--- src/rtl/lbist_pkg.sv ---
// Shared LBIST definitions: FSM encodings, counter width helper
// and the MISR next-state function used by RTL and bench model.
package lbist_pkg;

    typedef enum logic [1:0] {
        IDLE  = 2'd0,
        RUN   = 2'd1,
        CHECK = 2'd2,
        DONE  = 2'd3
    } state_e;

    localparam int MAX_W = 32;

    function automatic int cnt_w(input int patterns);
        return $clog2(patterns + 1);
    endfunction

    // Right shift with tap feedback into the MSB; bits above 'bits' must be 0.
    function automatic logic [MAX_W-1:0] misr_next(
        input logic [MAX_W-1:0] sig,
        input logic [MAX_W-1:0] resp,
        input logic [MAX_W-1:0] poly,
        input int               bits
    );
        logic [MAX_W-1:0] nxt;
        logic             fb;
        fb  = ^(sig & poly);
        nxt = (sig >> 1) ^ resp;
        nxt[bits-1] = fb ^ resp[bits-1];
        return nxt;
    endfunction

endpackage

--- src/rtl/comp.sv ---
// Equality comparator shared by rpg END detection and the ORA golden check.
module comp #(
    parameter int BITS = 4
) (
    input  logic [BITS-1:0] i_a,
    input  logic [BITS-1:0] i_b,
    output logic            o_eq
);

    assign o_eq = (i_a == i_b);

endmodule

--- src/rtl/misr_core.sv ---
// Multiple-input signature register with seed load and step enable.
module misr_core
    import lbist_pkg::*;
#(
    parameter int            BITS = 4,
    parameter logic [BITS-1:0] POLY = 4'b1001,
    parameter logic [BITS-1:0] SEED = '0
) (
    input  logic            clk,
    input  logic            rst,
    input  logic            i_load_seed,
    input  logic            i_enable,
    input  logic [BITS-1:0] i_resp,
    output logic [BITS-1:0] o_signature
);

    logic [BITS-1:0] r_sig;
    logic [BITS-1:0] w_next;

    assign w_next = BITS'(misr_next(MAX_W'(r_sig), MAX_W'(i_resp),
                                    MAX_W'(POLY), BITS));

    always_ff @(posedge clk) begin
        if (rst) begin
            r_sig <= SEED;
        end else if (i_load_seed) begin
            r_sig <= SEED;
        end else if (i_enable) begin
            r_sig <= w_next;
        end
    end

    assign o_signature = r_sig;

endmodule

--- src/rtl/misr_ora.sv ---
// LBIST output response analyser: MISR compaction, session FSM
// and golden-signature compare.
module misr_ora
    import lbist_pkg::*;
#(
    parameter int              BITS     = 4,
    parameter int              PATTERNS = 15,
    parameter logic [BITS-1:0] POLY     = 4'b1001,
    parameter logic [BITS-1:0] SEED     = 4'b0000,
    parameter logic [BITS-1:0] GOLDEN   = 4'b0000,
    localparam int             CNT_W    = cnt_w(PATTERNS)
) (
    input  logic             clk,
    input  logic             rst,
    input  logic             start,
    input  logic             rpg_end,
    input  logic             resp_valid,
    input  logic [BITS-1:0]  resp,
    output logic [BITS-1:0]  signature,
    output logic [CNT_W-1:0] count,
    output logic             busy,
    output logic             done,
    output logic             pass
);

    state_e           r_state;
    logic [CNT_W-1:0] r_count;
    logic             r_busy;
    logic             r_done;
    logic             r_pass;

    logic w_accept;
    logic w_last;
    logic w_start;
    logic w_eq;

    assign w_accept = (r_state == RUN) && resp_valid;
    assign w_last   = w_accept &&
                      (rpg_end || (r_count == CNT_W'(PATTERNS - 1)));
    assign w_start  = start && ((r_state == IDLE) || (r_state == DONE));

    misr_core #(
        .BITS (BITS),
        .POLY (POLY),
        .SEED (SEED)
    ) u_core (
        .clk         (clk),
        .rst         (rst),
        .i_load_seed (w_start),
        .i_enable    (w_accept),
        .i_resp      (resp),
        .o_signature (signature)
    );

    comp #(
        .BITS (BITS)
    ) u_golden (
        .i_a  (signature),
        .i_b  (GOLDEN),
        .o_eq (w_eq)
    );

    always_ff @(posedge clk) begin
        if (rst) begin
            r_state <= IDLE;
            r_count <= '0;
            r_busy  <= 1'b0;
            r_done  <= 1'b0;
            r_pass  <= 1'b0;
        end else begin
            unique case (r_state)
                IDLE, DONE: begin
                    if (start) begin
                        r_state <= RUN;
                        r_count <= '0;
                        r_busy  <= 1'b1;
                        r_done  <= 1'b0;
                        r_pass  <= 1'b0;
                    end
                end
                RUN: begin
                    if (w_accept) begin
                        r_count <= r_count + 1'b1;
                    end
                    if (w_last) begin
                        r_state <= CHECK;
                    end
                end
                CHECK: begin
                    r_pass  <= w_eq;
                    r_state <= DONE;
                    r_busy  <= 1'b0;
                    r_done  <= 1'b1;
                end
                default: r_state <= IDLE;
            endcase
        end
    end

    assign count = r_count;
    assign busy  = r_busy;
    assign done  = r_done;
    assign pass  = r_pass;

endmodule

--- config.mk ---
export PLATFORM = sky130hd
export DESIGN_NAME = misr_ora
export DESIGN_NICKNAME = d
export VERILOG_FILES = /design/src/rtl/lbist_pkg.sv /design/src/rtl/comp.sv /design/src/rtl/misr_core.sv /design/src/rtl/misr_ora.sv
export SDC_FILE = /design/constraint.sdc
export NUM_CORES = 1
export LEC_CHECK = 0
export ABC_AREA = 1
export CORE_MARGIN = 2
export CORE_UTILIZATION = 47
export DETAILED_ROUTE_END_ITERATION = 6
export GPL_TIMING_DRIVEN = 0
export PLACE_DENSITY = 0.81
export SYNTH_ARGS = -nofsm -noshare
export SYNTH_HDL_FRONTEND = slang
export SYNTH_HIERARCHICAL = 1
export SYNTH_SLANG_ARGS = --single-unit
export TNS_END_PERCENT = 10
--- constraint.sdc ---
create_clock -name clk -period 1.95 [get_ports clk]
set_input_delay 0.195 -clock clk [delete_from_list [all_inputs] [get_ports clk]]
set_output_delay 0.195 -clock clk [all_outputs]
set_load 0.02 [all_outputs]
After elaboration in Yosys (flattened, before gate mapping)
Index checks and enable logic that the tools add are counted.
- latch bits: 0
- flip-flop bits (word level): 13
- memories kept: 0
- bits of input ports: 9
- ROM bits: 0
- memory bits (writable): 0
- logic and storage cells: 42
- output and inout port bits: 11
- add/subtract/negate cells: 1
- shifts and indexed selects: 0
- div/mod/pow operators: 0
- bitwise logic cells: 2
- multiply operators: 0
- reduce and logical (&&, ||, !) cells: 15
- muxes and demuxes: 11
- magnitude comparators: 0
- eq/ne operators: 7
- operators by type and width (operator ; count):
    32-bit XOR reduction ; 1
    4-bit two-way mux ; 2
    4-bit case mux with 2 select lines ; 1
    2-bit inequality test, second input constant ; 3
    1-bit case mux with 2 select lines ; 3
    2-bit case mux with 3 select lines ; 1
    4-bit by 1-bit adder with 4-bit output, second input constant ; 1
    2-bit equality test, second input constant ; 2
    4-bit equality test, second input constant ; 1
    4-bit zero test ; 1
    2-bit two-way mux ; 2
    2-bit AND reduction ; 2
    2-bit nonzero test ; 2
    2-bit OR reduction ; 2
    1-bit logical AND ; 3
    3-bit AND reduction ; 1
    3-bit bitwise XOR ; 1
    2-bit by 1-bit equality test with 1-bit output, second input constant ; 1
    2-bit zero test ; 1
    1-bit logical OR ; 2
    1-bit two-way mux ; 2
    1-bit bitwise XOR ; 1

Logic depth before layout (Yosys ltp)
- word-level depth: 5
- depth in mapped cells: 10
- depth with buffers taken out: 10

By module
The synthesis kept the hierarchy.
- by module, submodules not included (module ; instances ; cells an instance ; area each (µm²)):
    misr_ora ; 1 ; 69 ; 505.5
    misr_core ; 1 ; 29 ; 207.7
    comp ; 1 ; 15 ; 66.3

Least setup slack after synthesis
OpenSTA, ideal clock, no wires.
- path kind: register to register
- start point: register r_state[0]
- end point: register r_count[3], in the netlist count[3]
- arrival: 1.255 ns
- cell stages (with the launch flop): 11
- slack: 0.586 ns
- data required time: 1.841 ns
- path through: dfxtp_1 -> inv_1 -> ha_1 -> inv_1 -> or2_4 -> nand2_4 -> nand2_4 -> nand2_1 -> nand2_1 -> inv_2 -> nor2_2
- longest elaborated chain between the ends: 4
- elaborated cells between the ends (all ways): 10
- those cells by class: eq/ne (4); mux (1); reduce/logical (5)
- RTL lines (element ; RTL line ; source):
    start: declaration ; misr_ora.sv:26 ; state_e r_state;
    start signal: assignment ; misr_ora.sv:65 ; r_state <= IDLE;
    start signal: assignment ; misr_ora.sv:74 ; r_state <= RUN;
    start signal: assignment ; misr_ora.sv:86 ; r_state <= CHECK;
    2-bit equality test, or another cell as far along ; misr_ora.sv:71 ; unique case (r_state)
    2-bit OR reduction or 1-bit logical AND (tied branches) ; misr_ora.sv:71, misr_ora.sv:37 ;
    2-bit inequality test (no line) or 2-bit nonzero test (tied branches) ; -- ;
    3-bit AND reduction (no line) ; -- ;
    end signal: assignment ; misr_ora.sv:83 ; r_count <= r_count + 1'b1;
    end: declaration ; misr_ora.sv:27 ; logic [CNT_W-1:0] r_count;
Parallel ways exist; a longest one is shown, timed or not.
A chain may end at the register's enable or synchronous reset.

Worst setup path after layout
- start point: register u_core.r_sig[3], in the netlist u_core/o_signature[3]
- end point: output signature[3]
- RTL lines (element ; RTL line ; source):
    start: declaration ; misr_core.sv:17 ; logic [BITS-1:0] r_sig;
    start signal: assignment ; misr_core.sv:29 ; r_sig <= w_next;
    end: declaration ; misr_ora.sv:19 ; output logic [BITS-1:0] signature,
No word-level cell between the ends.

==> out/results.md <==
| Metric | Reported | Unit |
| --- | --- | --- |
| Number of nets with antenna violations after detailed routing | 0 | - |
| Detailed-placement wirelength estimate | 1.19 | mm |
| Element type at the critical path start | flip-flop | - |
| Crit path max-delay family | buffers and inverters | - |
| Final Non-Filler Cells | 157 | - |
| # setup viols final | 0 | - |
| Initial DRC count | 7 | - |
| Area of the die | 2000 | um^2 |
| Chip height | 44.7 | um |
| Total clock buffers created by CTS | 3 | - |
| Fin Clk Skew | 0.777 | ps |
| Data arrival, critical path | 1350 | ps |
| Most common cell after layout, fill and taps aside | nand2_1 | - |
| Total grt overflow | 0 | - |
| Critical path class | flip-flop to primary output | - |
| Clock slew seen by the registers of the worst setup and hold paths | 80 | ps |
| Io pins | 20 | - |
| Register area | 260 | um^2 |
| Cells resized by post-CTS repair | 0 | - |
| Worst VDD drop | 0.619 | mV |
| Number of setup buffers added after CTS | 0 | - |
| Starting Density | 51.1 | % |
| Hold Path Class | flip-flop to flip-flop | - |
| Static power due to leakage | 0.483 | nW |
| Routing usage on met2 | 29.3 | % |
| Area of the mapped netlist | 779 | um^2 |
| Power density cells | 1100 | nW/um^2 |
| Commonest cells after routing, fill and taps aside | nand2_1 (29), clkdlybuf4s50_1 (19), inv_1 (18), dfxtp_1 (13), a21oi_1 (8) | - |
| Number of buffers between clock root and the deepest sink | 2 | - |
| First-pass GRT wire length | 2.46 | mm |
| Peak-usage layer in the global routing report | met2 | - |
| Level count of the clock H-tree | 1 | - |
| Standard cell core area | 1520 | um^2 |
| Total power of the final layout | 1.13 | mW |
| Critical path peak fanout | 5 | - |
| Combined global-route utilization of all metal layers | 16.8 | % |
| Via count of the first global-routing pass | 652 | - |
| Sequential fraction of the synthesis area | 33.4 | % |
| Status | complete, no violations | - |
| Unrepaired setup endpoints after global routing | no | - |
| Clock latency reported for the late side of the worst-skew pair | 270 | ps |
| Number of antenna violations at the first check in global routing | 0 | - |
| NumNets Final | 155 | - |
| Cell Area, Placed | 1010 | um^2 |
| Max-cap violation count | 0 | - |
| Average routed wire per standard cell | 9.38 | um |
| Routed Wire Length | 1.47 | mm |
| Utilization after layout | 67.9 | % |
| Number of register bits inferred by synthesis | 13 | - |
| Setup total negative slack | 0 | ps |
| Kind of end point of the critical path | primary output | - |
| Maximum number of pins on one net before global-route repair | 9 | - |
| Hold Vio Cnt, Final | 0 | - |
| Share of final-layout standard cells stronger than drive strength 1 | 12.1 | % |
| Yosys warns | 6 | - |
| DRC violation count after routing | 0 | - |
| Min setup slack post-route | 408 | ps |
| Count of input and output buffers | 19 | - |
| Final design area excluding fillers | 1030 | um^2 |
| CTS sink count | 13 | - |
| Area growth syn-to-layout | 32.7 | % |
| Floorplan row count | 14 | - |
| Required time of the critical path | 1750 | ps |
| Crit-path max cell delay | 640 | ps |
| Worst path buffer plus inverter count | 1 | - |
| CTS root buffer | clkbuf_4 | - |
| Via density per instance | 4.62 | - |
| Total via count after detailed routing | 726 | - |
| Filler cell count in the final layout | 130 | - |
| RD Place Congestion | 0.751 | - |
| Count of cell types in the netlist | 20 | - |
| Worst Hold Slack | 470 | ps |
| Crit-path slowest cell | clkdlybuf4s50_1 | - |
| First-pass iteration count of the detailed router | 4 | - |
| Combined area of the multi-input logic cells | 452 | um^2 |
| Per-instance average area after synthesis | 6.90 | um^2 |
| Ant diodes | 0 | - |
| GR Layer Usage met1 | 19.5 | % |
| Achievable clock frequency | 649 | MHz |
| Critical-path cell list | clkdlybuf4s50_1 | - |
| Hold buffer count at cts | 0 | - |
| TritonCTS clock tree | yes | - |
| Met3 Use GR | 2.40 | % |
| Number of max-slew violations in the final report | 0 | - |
| Period utilization | 79.1 | % |
| Placed Cells incl. Taps | 153 | - |
| Number of cells produced by synthesis | 113 | - |
| Die width | 44.7 | um |
| Time the worst path needs with I/O delays and setup | 1540 | ps |
| Worst slack at placement | 482 | ps |
[final timing paths]
kind | from | endpoint | slack, ps | cells after the start
max reg2reg | r_state[0] | count[3] | 480 | 10
min reg2reg | done | done | 470 | 2
max | u_core/o_signature[3] | signature[3] | 410 | 1
min | done | done | 470 | 2
[synthesized netlist by cell type, drive strengths merged]
cell type | n | area (um^2)
nand2 | 32 | 143
inv | 22 | 82.6
dfxtp | 13 | 260
a21oi | 9 | 48.8
nor2 | 9 | 38.8
nand3 | 6 | 30.0
o21ai | 6 | 37.5
ha | 4 | 50.1
xor2 | 4 | 35.0
or2 | 2 | 17.5
xnor2 | 2 | 17.5
buf | 1 | 3.75
conb | 1 | 3.75
nand4 | 1 | 6.26
nor3 | 1 | 5.00
[flip-flops by register name, indices dropped and copies added, names as in the netlist]
register	count
count	4
u_core/o_signature	4
r_state	2
busy	1
done	1
pass	1
[worst reg2reg max path: stages, from the launching register on]
cell and delay [ps]:
dfxtp_1 360, inv_1 50, ha_1 300, inv_1 70, or2_4 260, nand2_4 70
nand2_4 80, nand2_1 60, nand2_1 60, inv_2 50, nor2_2 30
[area by class of cell]
class,instances,area share (%)
sequential,13,25.2
clock buffer,4,2.54
timing repair buffer,19,18.4
buffer,1,0.363
inverter,22,7.98
tap,16,1.93
multi-input combinational,82,43.7
[where the power goes]
group	internal (mW)	total [mW]	switching, mW
registers	0.326	0.385	0.0587
clock network	0.0793	0.166	0.0862
logic	0.246	0.583	0.337
[logic make-up (layout without fill, tap and decap cells)]
kind of cell / count (synthesis) / after routing / share of synthesized area [%]
AND/OR/NAND/NOR: 51 / 51 / 30.8
buffers and inverters: 23 / 46 / 11.1
AO/OA/AOI/OAI: 15 / 15 / 11.1
flip-flops: 13 / 13 / 33.4
XOR/XNOR: 6 / 6 / 6.74
adder cells (fa/ha/maj): 4 / 4 / 6.42
other: 1 / 6 / 0.481
[layer usage]
layer	vias up	routed length [um]
met3	4	54
met2	16	707
met4	0	21
met5	-	0
li1	394	-
met1	312	690
Note: power is estimated with default switching activity, not from simulation.
